**config.mk**
```make
export PLATFORM = sky130hd
export DESIGN_NAME = riscv_slave_initiator
export DESIGN_NICKNAME = d
export VERILOG_FILES = /design/src/rtl/riscv_slave_initiator.sv
export SDC_FILE = /design/constraint.sdc
export NUM_CORES = 1
export LEC_CHECK = 0
export CAP_MARGIN = 20
export CORE_UTILIZATION = 48
export CTS_CLUSTER_SIZE = 14
export DETAILED_ROUTE_END_ITERATION = 16
export GPL_TIMING_DRIVEN = 0
export PLACE_DENSITY = 0.86
export SLEW_MARGIN = 20
export SYNTH_ARGS = -nofsm -noshare
export SYNTH_HDL_FRONTEND = slang
export SYNTH_SLANG_ARGS = --single-unit
```
**constraint.sdc**
```tcl
create_clock -name clk -period 6.7 [get_ports clk]
set_clock_uncertainty 0.15 [all_clocks]
set_input_delay 1.675 -clock clk [delete_from_list [all_inputs] [get_ports clk]]
set_output_delay 1.675 -clock clk [all_outputs]
set_load 0.03 [all_outputs]
```
**src/rtl/riscv_slave_initiator.sv**
```systemverilog
// rtl/riscv_slave_initiator.sv - burst initiator driving a single-port RISC-V slave memory
module riscv_slave_initiator #(
    parameter int abits       = 4,
    parameter int log2_dbytes = 3,
    localparam int dbytes     = 2 ** log2_dbytes,
    localparam int dbits      = 8 * dbytes
) (
    input  logic              clk,
    input  logic              nrst,
    input  logic              req_valid,
    output logic              req_ready,
    input  logic              req_write,
    input  logic [abits-1:0]  req_addr,
    input  logic [abits-1:0]  req_len,
    input  logic [dbits-1:0]  req_wdata,
    input  logic [dbytes-1:0] req_wstrb,
    output logic              resp_valid,
    input  logic              resp_ready,
    output logic [dbits-1:0]  resp_rdata,
    output logic [abits-1:0]  resp_addr,
    output logic              resp_last,
    output logic [abits-1:0]  m_addr,
    output logic              m_w_enable,
    output logic [dbytes-1:0] m_wstrb,
    output logic [dbits-1:0]  m_wdata,
    input  logic [dbits-1:0]  m_rdata
);

    typedef enum logic [2:0] {
        IDLE,
        WR,
        WR_RESP,
        RD_ADDR,
        RD_CAP,
        RD_RESP
    } state_t;

    state_t            state, state_d;
    logic [abits-1:0]  addr_q;
    logic [abits-1:0]  len_q;
    logic [abits-1:0]  beat_q;
    logic [dbits-1:0]  wdata_q;
    logic [dbytes-1:0] wstrb_q;
    logic [dbits-1:0]  rdata_q;
    logic [abits-1:0]  raddr_q;
    logic              last_beat;

    assign last_beat = (beat_q == len_q);

    always_ff @(posedge clk or negedge nrst) begin
        if (!nrst) begin
            state <= IDLE;
        end else begin
            state <= state_d;
        end
    end

    always_comb begin
        state_d    = state;
        req_ready  = 1'b0;
        resp_valid = 1'b0;
        resp_last  = 1'b0;
        m_w_enable = 1'b0;
        case (state)
            IDLE: begin
                req_ready = 1'b1;
                if (req_valid) begin
                    state_d = req_write ? WR : RD_ADDR;
                end
            end
            WR: begin
                m_w_enable = 1'b1;
                if (last_beat) begin
                    state_d = WR_RESP;
                end
            end
            WR_RESP: begin
                resp_valid = 1'b1;
                resp_last  = 1'b1;
                if (resp_ready) begin
                    state_d = IDLE;
                end
            end
            RD_ADDR: state_d = RD_CAP;
            RD_CAP:  state_d = RD_RESP;
            RD_RESP: begin
                resp_valid = 1'b1;
                resp_last  = last_beat;
                if (resp_ready) begin
                    state_d = last_beat ? IDLE : RD_ADDR;
                end
            end
            default: state_d = IDLE;
        endcase
    end

    // Beat address/data advance in place so the slave port is driven straight from registers.
    always_ff @(posedge clk or negedge nrst) begin
        if (!nrst) begin
            addr_q  <= '0;
            len_q   <= '0;
            beat_q  <= '0;
            wdata_q <= '0;
            wstrb_q <= '0;
            rdata_q <= '0;
            raddr_q <= '0;
        end else begin
            case (state)
                IDLE: begin
                    if (req_valid) begin
                        addr_q  <= req_addr;
                        len_q   <= req_len;
                        beat_q  <= '0;
                        wdata_q <= req_wdata;
                        wstrb_q <= req_wstrb;
                    end
                end
                WR: begin
                    if (last_beat) begin
                        raddr_q <= addr_q;
                        rdata_q <= '0;
                    end else begin
                        addr_q  <= addr_q + abits'(1);
                        wdata_q <= wdata_q + dbits'(1);
                        beat_q  <= beat_q + abits'(1);
                    end
                end
                RD_CAP: begin
                    rdata_q <= m_rdata;
                    raddr_q <= addr_q;
                end
                RD_RESP: begin
                    if (resp_ready && !last_beat) begin
                        addr_q <= addr_q + abits'(1);
                        beat_q <= beat_q + abits'(1);
                    end
                end
                default: ;
            endcase
        end
    end

    assign m_addr     = addr_q;
    assign m_wdata    = wdata_q;
    assign m_wstrb    = wstrb_q;
    assign resp_rdata = rdata_q;
    assign resp_addr  = raddr_q;

endmodule

```
==> flow_summary.json <==
{
  "pwr-share-comb_pct": 57.4,
  "clock.fmax_mhz": 190.4,
  "h-tree-depth": 4,
  "avgSynthCellArea_um2": 9.414,
  "slew_viol_final": 0,
  "p_leak_nw": 4.760,
  "async_flop_share_pct": 100.0,
  "finalHoldViolCount": 0,
  "dp_hpwl_um": 21330,
  "rsz0062_at_grt": "no",
  "die-area_um2": 16610,
  "vias": 8590,
  "cts_made_buffers": 17,
  "ioPinCount": 297,
  "clock_power_share_pct": 15.2,
  "mostFrequentLayoutCells": "295 x clkdlybuf4s50_1, 155 x dfrtp_1, 114 x nand2_1",
  "total_power_mw": 6.509,
  "synth_cell_types": 54,
  "synth_edf_count": 0,
  "worstHoldPathType": "reg -> reg",
  "switching_share_pct": 48.47,
  "final_common_cell": "clkdlybuf4s50_1",
  "final_core_util_pct": 73.39,
  "cp.required_ns": 4.88,
  "cp.arrival_ns": 3.43,
  "worst_pin_slew_ns": 1.013,
  "nets": 1290,
  "cts-root-buf": "clkbuf_16",
  "final_layout_size_suffix_gt1_share_pct": 5.560,
  "routed_wl_um": 29610,
  "core-area_um2": 15830,
  "drcViolationCount": 0,
  "gp_congestion": 0.9529,
  "initial_core_util_pct": 48.83,
  "synth_cells": 821,
  "n_fill_cell": 1136,
  "worstSkewPairLatency_ns": 0.43,
  "die_y_um": 128.9,
  "power_switching_mw": 3.155,
  "drt_iter0_drc": 988,
  "cts_resized": 0,
  "ys_warn_count": 0,
  "clkSlewWorstSetupHoldPaths_ns": 0.06,
  "relSlewSlack_pct": 31.84,
  "seqPwrFrac_pct": 27.4,
  "drtPass1Iterations": 6,
  "synth_seq_cells": 155,
  "setup_viol": 0,
  "drtAntennaViolNets": 0,
  "synth-main-ff-cell": "dfrtp_1",
  "grt_max_degree": 57,
  "crit_type": "reg -> out",
  "grt_first_pass_wirelength_um": 44590,
  "antenna_found_initial": 0,
  "core.rowCount": 46,
  "globalRouteTotalUtil_pct": 35.63,
  "tns_ns": 0,
  "cts_tree": "built",
  "synth_top_area_share_pct": 50.19,
  "start_kind": "flop",
  "wl_per_cell_um": 21.66,
  "p_int_mw": 3.354,
  "first_global_vias": 8082,
  "finalCriticalPeriod_ns": 5.251,
  "syn_nets": 973,
  "cap_violations": 0,
  "overflow": 0,
  "syn_to_final_growth_pct": 50.30,
  "cp-end-kind": "output port",
  "cts_sinks": 155,
  "synthTopCellsByArea": "dfrtp_1 50%, a22o_1 7.3%, nand2_1 5.5%",
  "die_w_um": 128.9,
  "syn-cell-area_um2": 7729,
  "clk_path_buf_depth": 2,
  "ir_drop_v": 0.0002862,
  "antenna_cells": 0,
  "synth_top_area_cell": "dfrtp_1",
  "fin_crit_sh_pct": 78.37,
  "critPathMaxFanout": 10,
  "status": "completed",
  "seq_area_frac_synth_pct": 50.19,
  "hold_buffers": 0,
  "p_per_area_nw_per_um2": 560.3,
  "post_cts_buffers": 0,
  "routed_via_density": 6.284,
  "port_buffers": 296
}
-- power by group through the flow --
stage	clock network (mW)	registers [mW]	logic, mW
global route	1.03	1.83	3.95
floorplan	0	2.39	1.52
CTS	0.991	1.76	3.68
finish	0.990	1.78	3.74
detailed placement	0	1.76	3.66
global placement	0	1.75	3.59
-- routing by layer --
metal / share of wire, % / global-route usage, % / wire length, um / vias up
li1: - / - / - / 3724
met1: 40 / 48.17 / 11730 / 4130
met2: 45 / 53.16 / 13420 / 614
met3: 10 / 7.568 / 2984 / 122
met4: 5.0 / 20.42 / 1467 / 0
met5: 0 / 0 / 0 / -
-- cells in the mapped netlist, types with 5 or more instances --
| cell type | number |
|---|---|
| xnor2_1 | 6 |
| a2bb2oi_1 | 20 |
| o21ai_0 | 57 |
| and4_1 | 7 |
| a22o_1 | 64 |
| dfrtp_1 | 155 |
| a21oi_1 | 85 |
| inv_1 | 8 |
| clkbuf_1 | 39 |
| and3_1 | 11 |
| or4_1 | 5 |
| a31oi_1 | 12 |
| buf_2 | 15 |
| o22ai_1 | 31 |
| or3_1 | 7 |
| nand2_1 | 114 |
| nor2_1 | 38 |
| buf_1 | 6 |
| nor3_1 | 19 |
| nand3_1 | 41 |
| nand4_1 | 22 |
-- state kept, by name (all words and copies together) (netlist names) --
register	cells
m_wdata	64
m_addr	4
m_wstrb	8
beat_q	4
resp_addr	4
resp_rdata	64
state	3
len_q	4
-- final cells by class --
type	count	area (um2)	share of cell area (%)
clock inverter	11	133.9	1.153
inverter	8	30.03	0.2585
sequential	155	3879	33.39
timing repair buffer	298	3023	26.02
buffer	61	251.5	2.165
clock buffer	21	460.4	3.964
tap	216	270.3	2.327
multi-input combinational	597	3568	30.72
-- worst max-delay path, stage by stage, from the launching register on --
cell and delay [ns]:
dfrtp_1 0.36, buf_2 0.18, nor2b_1 0.12, buf_2 0.20, nand2_1 0.23, inv_1 0.12
buf_2 0.24, buf_2 0.28, buf_1 0.47, clkdlybuf4s50_1 0.78
-- through the flow --
step                hold WS, ns  instances  cell area [um2]  setup WS (ns)
global placement         0.3087       1333            10960         -2.653
global route             0.3460       1367            11620          1.328
finish                   0.3275       1367            11620          1.449
detailed placement       0.3130       1335            11020          2.003
CTS                      0.3304       1367            11620          1.545
floorplan                0.3168        821             7729          3.126
-- worst paths after layout --
check | startpoint | to | slack (ns) | cells after the start
setup / recovery | state[1] | m_w_enable | 1.45 | 9
hold / removal | m_wstrb[6] | m_wstrb[6] | 0.33 | 2
setup reg to reg | m_wdata[2] | m_wdata[63] | 3.73 | 7
hold reg to reg | m_wstrb[6] | m_wstrb[6] | 0.33 | 2
max in group asynchronous | nrst | m_wdata[9] | 4.48 | 3
min in group asynchronous | nrst | resp_rdata[27] | 0.99 | 1
-- kinds of logic (layout without fill, tap and decap cells) --
family | count (synthesis) | in the layout | share of synthesized area (%)
compound gates | 295 | 295 | 25.30
simple gates | 287 | 287 | 18.88
flops | 155 | 155 | 50.19
buf+inv | 69 | 399 | 3.643
xor+xnor | 6 | 6 | 0.6799
mux | 6 | 6 | 0.8256
fa+ha+maj | 3 | 3 | 0.4857
(Power assumes the default switching activity.)
